$ cat src/rtl/counter_ctrl.sv
// counter_ctrl: command-driven sequencer for the (N+1)-bit up-counter datapath.
// The host issues START/STOP/PAUSE/RESUME over a valid/ready handshake.
// START latches a terminal limit and a periodic/one-shot mode.
// The block then steps count from 0 to limit.
// Each terminal event pulses done and increments the periods counter.
//
// Ports:
//   clock        in   single clock, all state updates on posedge
//   rst          in   asynchronous active-high reset
//   cmd_valid    in   command present
//   cmd_ready    out  command can be accepted this cycle (low only in LOAD)
//   cmd_op       in   00 START, 01 STOP, 10 PAUSE, 11 RESUME
//   cmd_limit    in   terminal value, sampled on an accepted START
//   cmd_periodic in   1 = periodic, 0 = one-shot, sampled on an accepted START
//   count        out  current count value (registered)
//   busy         out  high in LOAD, RUN or PAUSE
//   done         out  one-cycle pulse on a terminal event
//   periods      out  completed periods since last START, wraps 255 -> 0
module counter_ctrl #(
  parameter int unsigned N = 7
) (
  input  logic         clock,
  input  logic         rst,
  input  logic         cmd_valid,
  output logic         cmd_ready,
  input  logic [1:0]   cmd_op,
  input  logic [N:0]   cmd_limit,
  input  logic         cmd_periodic,
  output logic [N:0]   count,
  output logic         busy,
  output logic         done,
  output logic [7:0]   periods
);

  typedef enum logic [1:0] {
    S_IDLE  = 2'b00,
    S_LOAD  = 2'b01,
    S_RUN   = 2'b10,
    S_PAUSE = 2'b11
  } state_e;

  typedef enum logic [1:0] {
    OP_START  = 2'b00,
    OP_STOP   = 2'b01,
    OP_PAUSE  = 2'b10,
    OP_RESUME = 2'b11
  } op_e;

  state_e     state_q, state_d;
  logic [N:0] count_q, count_d;
  logic [N:0] limit_q, limit_d;
  logic       periodic_q, periodic_d;
  logic [7:0] periods_q, periods_d;
  logic       done_q, done_d;
  logic       busy_q, busy_d;
  logic       ready_q, ready_d;

  logic       accept;
  op_e        op;
  logic       at_limit;

  assign op       = op_e'(cmd_op);
  assign accept   = cmd_valid && ready_q;
  assign at_limit = (count_q == limit_q);

  always_comb begin
    state_d    = state_q;
    count_d    = count_q;
    limit_d    = limit_q;
    periodic_d = periodic_q;
    periods_d  = periods_q;
    done_d     = 1'b0;

    if (state_q == S_LOAD) begin
      // cmd_ready is low here, so no command can interfere.
      state_d = S_RUN;
      count_d = '0;
    end else if (accept) begin
      // An accepted command wins over a terminal event on the same edge.
      unique case (op)
        OP_START: begin
          limit_d    = cmd_limit;
          periodic_d = cmd_periodic;
          count_d    = '0;
          periods_d  = '0;
          state_d    = S_LOAD;
        end
        OP_STOP: begin
          count_d = '0;
          state_d = S_IDLE;
        end
        OP_PAUSE: begin
          if (state_q == S_RUN) state_d = S_PAUSE;
        end
        OP_RESUME: begin
          if (state_q == S_PAUSE) state_d = S_RUN;
        end
        default: ;
      endcase
    end else if (state_q == S_RUN) begin
      // Terminal compare comes before the increment, so count never wraps.
      if (!at_limit) begin
        count_d = count_q + (N+1)'(1);
      end else begin
        done_d    = 1'b1;
        periods_d = periods_q + 8'd1;
        if (periodic_q) begin
          count_d = '0;
        end else begin
          state_d = S_IDLE;
        end
      end
    end

    busy_d  = (state_d != S_IDLE);
    ready_d = (state_d != S_LOAD);
  end

  always_ff @(posedge clock or posedge rst) begin
    if (rst) begin
      state_q    <= S_IDLE;
      count_q    <= '0;
      limit_q    <= '0;
      periodic_q <= 1'b0;
      periods_q  <= '0;
      done_q     <= 1'b0;
      busy_q     <= 1'b0;
      ready_q    <= 1'b1;
    end else begin
      state_q    <= state_d;
      count_q    <= count_d;
      limit_q    <= limit_d;
      periodic_q <= periodic_d;
      periods_q  <= periods_d;
      done_q     <= done_d;
      busy_q     <= busy_d;
      ready_q    <= ready_d;
    end
  end

  assign count     = count_q;
  assign busy      = busy_q;
  assign done      = done_q;
  assign periods   = periods_q;
  assign cmd_ready = ready_q;

endmodule

$ cat config.mk
export PLATFORM = sky130hd
export DESIGN_NAME = counter_ctrl
export DESIGN_NICKNAME = d
export VERILOG_FILES = /design/src/rtl/counter_ctrl.sv
export SDC_FILE = /design/constraint.sdc
export NUM_CORES = 1
export LEC_CHECK = 0
export CAP_MARGIN = 20
export CORE_MARGIN = 2
export CORE_UTILIZATION = 51
export DETAILED_ROUTE_END_ITERATION = 6
export PLACE_DENSITY = 0.79
export SLEW_MARGIN = 20
export SYNTH_ARGS = -nofsm -noshare
export SYNTH_HDL_FRONTEND = slang
export SYNTH_SLANG_ARGS = --single-unit
export TNS_END_PERCENT = 10
$ cat constraint.sdc
create_clock -name clock -period 2.68 [get_ports clock]
set_clock_uncertainty 0.15 [all_clocks]
set_input_delay 0.536 -clock clock [delete_from_list [all_inputs] [get_ports clock]]
set_output_delay 0.536 -clock clock [all_outputs]
set_load 0.05 [all_outputs]
==> flow_summary.json, run 1 <==
{
  "cp_slowest_cell": "clkdlybuf4s50_1",
  "cts_buffer_depth": 2,
  "grt_pass1_vias": 1356,
  "cp-start-kind": "flop",
  "grt_max_degree": 31,
  "fin_area_sq_um": 2090,
  "drc_errors": 0,
  "portBuffers": 32,
  "dp_cells": 256,
  "wire_per_inst_um": 14.0,
  "die_y_um": 60.5,
  "cts.sinks": 30,
  "routed_via_density": 5.62,
  "finalPower_mw": 1.75,
  "crit_path_cell_trace": "clkdlybuf4s50_1",
  "ant_nets": 0,
  "ys_warn_count": 0,
  "placementRows": 20,
  "arrival_ns": 1.71,
  "cts_buffers": 5,
  "cap_viol_max_count": 0,
  "die_width_um": 60.5,
  "fin_crit_ns": 2.40,
  "dpl.hpwl_mm": 2.73,
  "track_usage": 0.225,
  "grt-ovfl-total": 0,
  "diodes": 0,
  "ys_top_cells_by_area": "dfrtp_1 45%, nand2_1 9.5%, xnor2_1 4.3%",
  "cts.htree.levels": 2,
  "synth-edff-count": 0,
  "worstPathRequired_ns": 1.99,
  "vdd_drop_max_mv": 0.417,
  "cts_tree": "built",
  "drive_gt1_frac": 0.118,
  "wirelength_mm": 3.70,
  "setup_ws_ns": 0.283,
  "first_pass_iters": 4,
  "synth_most_common_cell": "nand2_1",
  "crit_buf_inv": 1,
  "critical_path_class": "flop to output pin",
  "avgSynthCellArea_sq_um": 9.18,
  "yosys_register_bits": 30,
  "async_flop_share": 1.00,
  "nets": 235,
  "stdcell_count": 264,
  "cts_setup_buffers": 0,
  "seq_area_frac_synth": 0.463,
  "netlist_area_sq_um": 1630,
  "hold_ws_ns": 0.362,
  "p_leak_nw": 0.898,
  "power_density_nw_per_um2": 837,
  "ys_types": 39,
  "final_util": 0.684,
  "synth_ff_type": "dfrtp_1",
  "io_pins": 33,
  "crit_fanout": 7,
  "fmax_mhz": 417,
  "place_area_sq_um": 2030,
  "drtIter0Drc": 59,
  "finalMaxSlewViolations": 0,
  "hp-class": "flop to flop",
  "fill_cells": 273,
  "rsz0062_at_grt": "false",
  "setup_tns_ns": 0,
  "core_area_sq_um": 3050,
  "fin_crit_sh": 0.895,
  "path_clk_slew_ns": 0.09,
  "cts_root_buf": "clkbuf_4",
  "end_kind": "output pin",
  "netlist.area_leader.share": 0.446,
  "start_util": 0.532,
  "routabilityCongestion": 0.869,
  "hold_violations": 0,
  "grt_first_pass_wirelength_mm": 6.08,
  "synthToLayoutAreaGrowth_pct": 28.6,
  "cp_slowest_stage_delay_ns": 0.81,
  "worstSkewPairLatency_ns": 0.32,
  "place_ws_ns": 0.0477,
  "fp.dieArea_sq_um": 3650,
  "status": "finished, final reports clean",
  "ctsHoldBuffers": 0,
  "postSynthCellCount": 177,
  "worst_pin_slew_ns": 0.629,
  "setup_viol": 0,
  "synth_common_cells": "41 x nand2_1, 29 x dfrtp_1, 13 x o21ai_0",
  "yosysTopAreaCell": "dfrtp_1",
  "vias": 1484,
  "crit_family": "buffers and inverters",
  "synthesis.nets": 193,
  "post_cts_resized": 0,
  "max-slew-margin-rel": 0.579,
  "antenna_found_initial": 0
}
==> cell type report <==
cell class | instances | area [sq um] | area share
multi-input combinational | 139 | 836 | 0.400
timing repair buffer | 39 | 373 | 0.178
inverter | 4 | 15.0 | 0.00719
clock buffer | 8 | 58.8 | 0.0281
sequential | 30 | 752 | 0.360
tap | 44 | 55.1 | 0.0263
==> layout by cell type, fill, tap and decap left out, drive strengths merged, types with 3 or more instances in the layout <==
cell	instances
clkbuf	8
a21oi	8
nor2	4
nand2	41
nor3	3
o31ai	7
xnor2	8
nor2b	3
clkdlybuf4s50	32
dfrtp	29
or4	5
nand3	5
and3	5
buf	7
nand4	5
inv	4
or2	3
o21ai	13
o21a	4
==> cell families after synthesis <==
group	synth area share
buf+inv	0.0231
simple gates	0.261
fa+ha+maj	0.0154
compound gates	0.188
xor+xnor	0.0431
flops	0.463
mux	0.00693
==> power by group <==
group          leakage [nW]  internal, mW  switching (mW)  total (mW)
Sequential            0.389         0.560           0.131       0.691
Clock                0.0326         0.129           0.147       0.276
Combinational         0.476         0.305           0.477       0.781
==> registers in the layout (all words and copies together), names as in the netlist <==
register and cells:
busy 1, cmd_ready 1, limit_q 8, done 1, periods 8, state_q 2
periodic_q 1, count 8
==> final timing paths <==
kind	from	endpoint	slack, ns	cells after the start
max in group asynchronous	rst	cmd_ready	1.62	3
worst max-delay path	cmd_ready	cmd_ready	0.28	1
worst min-delay path	limit_q[4]	limit_q[4]	0.36	2
worst min register to register	limit_q[4]	limit_q[4]	0.36	2
min in group asynchronous	rst	count[1]	0.43	3
worst max register to register	count[3]	periods[5]	0.49	5
==> tightest hold or removal path, cell delays in order, from the launching register on <==
cell     delay (ns)
dfrtp_1        0.37
nand2_1        0.06
nand2_1        0.06
==> metal layers <==
| layer | share of wire | vias to the layer above | wire length (um) | track usage |
|---|---|---|---|---|
| li1 | - | 730 | - | - |
| met1 | 0.45 | 692 | 1680 | 0.292 |
| met2 | 0.48 | 56 | 1770 | 0.356 |
| met3 | 0.049 | 6 | 181 | 0.0512 |
| met4 | 0.016 | 0 | 61 | 0.112 |
| met5 | 0 | - | 0 | 0 |
Power figures use the tool's default switching activity.
==> run 2: changes to the inputs <==
--- a/config.mk
+++ b/config.mk
@@ -5,6 +5,7 @@
 export SDC_FILE = /design/constraint.sdc
 export NUM_CORES = 1
 export LEC_CHECK = 0
+export ABC_AREA = 0
 export CAP_MARGIN = 20
 export CORE_MARGIN = 2
 export CORE_UTILIZATION = 51
==> results of run 2 <==
Final layout, timing and power as in run 1 (identical DEF).
==> run 3: changes to the inputs <==
--- a/config.mk
+++ b/config.mk
@@ -5,9 +5,7 @@
 export SDC_FILE = /design/constraint.sdc
 export NUM_CORES = 1
 export LEC_CHECK = 0
-export ABC_AREA = 0
 export CAP_MARGIN = 20
-export CORE_MARGIN = 2
 export CORE_UTILIZATION = 51
 export DETAILED_ROUTE_END_ITERATION = 6
 export PLACE_DENSITY = 0.79
==> flow_summary.json, run 3 (synthesized netlist as in run 1, its figures left out) <==
{
  "hold_violations": 0,
  "place_ws_ns": 0.0313,
  "cts_buffer_depth": 2,
  "p_leak_nw": 0.899,
  "drtIter0Drc": 117,
  "layout_commonest_cell": "nand2_1",
  "crit_buf_inv": 1,
  "rsz0062_at_grt": "false",
  "grt_first_pass_wirelength_mm": 6.49,
  "drive_gt1_frac": 0.119,
  "cts_buffers": 5,
  "fmax_mhz": 411,
  "grt_pass1_vias": 1443,
  "core_area_sq_um": 3030,
  "portBuffers": 32,
  "grt.busiest_layer": "met2",
  "die_width_um": 58.5,
  "cp.depth": 1,
  "critical_path_class": "flop to output pin",
  "start_util": 0.537,
  "fill_cells": 243,
  "use_met1": 0.326,
  "diodes": 0,
  "grtUsageMet2": 0.419,
  "io_pins": 33,
  "routed_via_density": 5.99,
  "fin_crit_ns": 2.43,
  "vias": 1575,
  "dp_cells": 255,
  "setup_viol": 0,
  "cts_setup_buffers": 0,
  "cp-start-kind": "flop",
  "finalMaxSlewViolations": 0,
  "end_kind": "output pin",
  "fp.dieArea_sq_um": 3420,
  "antenna_found_initial": 0,
  "final_cell_mix": "41 x nand2_1, 32 x clkdlybuf4s50_1, 29 x dfrtp_1, 13 x o21ai_0",
  "ctsHoldBuffers": 0,
  "grt-ovfl-total": 0,
  "setup_tns_ns": 0,
  "nets": 234,
  "cts_root_buf": "clkbuf_4",
  "worstSkewPairLatency_ns": 0.33,
  "path_clk_slew_ns": 0.10,
  "wire_per_inst_um": 15.3,
  "stdcell_count": 263,
  "crit_fanout": 7,
  "vdd_drop_max_mv": 0.427,
  "worstPathRequired_ns": 1.99,
  "cap_viol_max_count": 0,
  "cts_tree": "built",
  "drc_errors": 0,
  "track_usage": 0.260,
  "cts.htree.levels": 2,
  "status": "finished, final reports clean",
  "crit_path_cell_trace": "clkdlybuf4s50_1",
  "first_pass_iters": 5,
  "wirelength_mm": 4.03,
  "finalPower_mw": 1.86,
  "dpl.hpwl_mm": 2.82,
  "arrival_ns": 1.74,
  "routabilityCongestion": 0.832,
  "holdPathStages": 2,
  "cp_slowest_stage_delay_ns": 0.82,
  "synthToLayoutAreaGrowth_pct": 29.3,
  "setup_ws_ns": 0.250,
  "cp_slowest_cell": "clkdlybuf4s50_1",
  "power_density_nw_per_um2": 885,
  "die_y_um": 58.5,
  "hold_ws_ns": 0.354,
  "cts.sinks": 30,
  "hp-class": "flop to flop",
  "max-slew-margin-rel": 0.520,
  "worst_pin_slew_ns": 0.717,
  "groute.layer.met3.usage": 0.0703,
  "post_cts_resized": 0,
  "ant_nets": 0,
  "fin_crit_sh": 0.907,
  "crit_family": "buffers and inverters",
  "regArea_sq_um": 752,
  "placementRows": 20,
  "grt_max_degree": 31,
  "multi_input_comb_area_sq_um": 836,
  "reg2reg_depth": 5
}
[run 3: changes by cell type in the layout (fill, tap and decap cells not counted), sizes merged]
cell / previous run / this run
clkbuf: 8 / 6
buf: 7 / 6
bufinv: 0 / 1
clkinvlp: 0 / 1
[run 3: final cells by class]
class | count | share of cell area
multi-input combinational | 139 | 0.398
sequential | 30 | 0.358
timing repair buffer | 38 | 0.174
tap | 44 | 0.0262
clock buffer | 6 | 0.0196
clock inverter | 2 | 0.0179
inverter | 4 | 0.00714
[run 3: layer usage]
layer  part of all wire  up-vias
met5                  0        -
met4              0.022        0
met3              0.053       13
met2               0.50       72
met1               0.43      762
li1                   -      728
[run 3: where the power goes]
group          total (mW)  leakage, nW  internal (mW)  switching [mW]
registers           0.695        0.389          0.560           0.136
clock network       0.357       0.0385          0.197           0.160
logic               0.808        0.472          0.309           0.498
[run 3: tightest hold or removal path, stage by stage, from the launching register on]
cell and delay, ns:
dfrtp_1 0.37, nand2_1 0.06, nand2_1 0.06
[run 3: metrics by stage]
| stage | cell area, sq um | util |
|---|---|---|
| final | 2100 | 0.694 |
| after global routing | 2100 | 0.694 |
| after CTS | 2100 | 0.694 |
| after detailed placement | 2020 | 0.668 |
| after global placement | 2020 | 0.668 |
| after floorplan | 1630 | - |
[run 3: worst paths after layout]
check                      startpoint    endpoint  slack [ns]
max                         cmd_ready   cmd_ready        0.25
min                        limit_q[2]  limit_q[2]        0.35
max reg2reg                  count[4]  periods[5]        0.40
min reg2reg                limit_q[2]  limit_q[2]        0.35
max in group asynchronous         rst   cmd_ready        1.63
min in group asynchronous         rst    count[5]        0.44
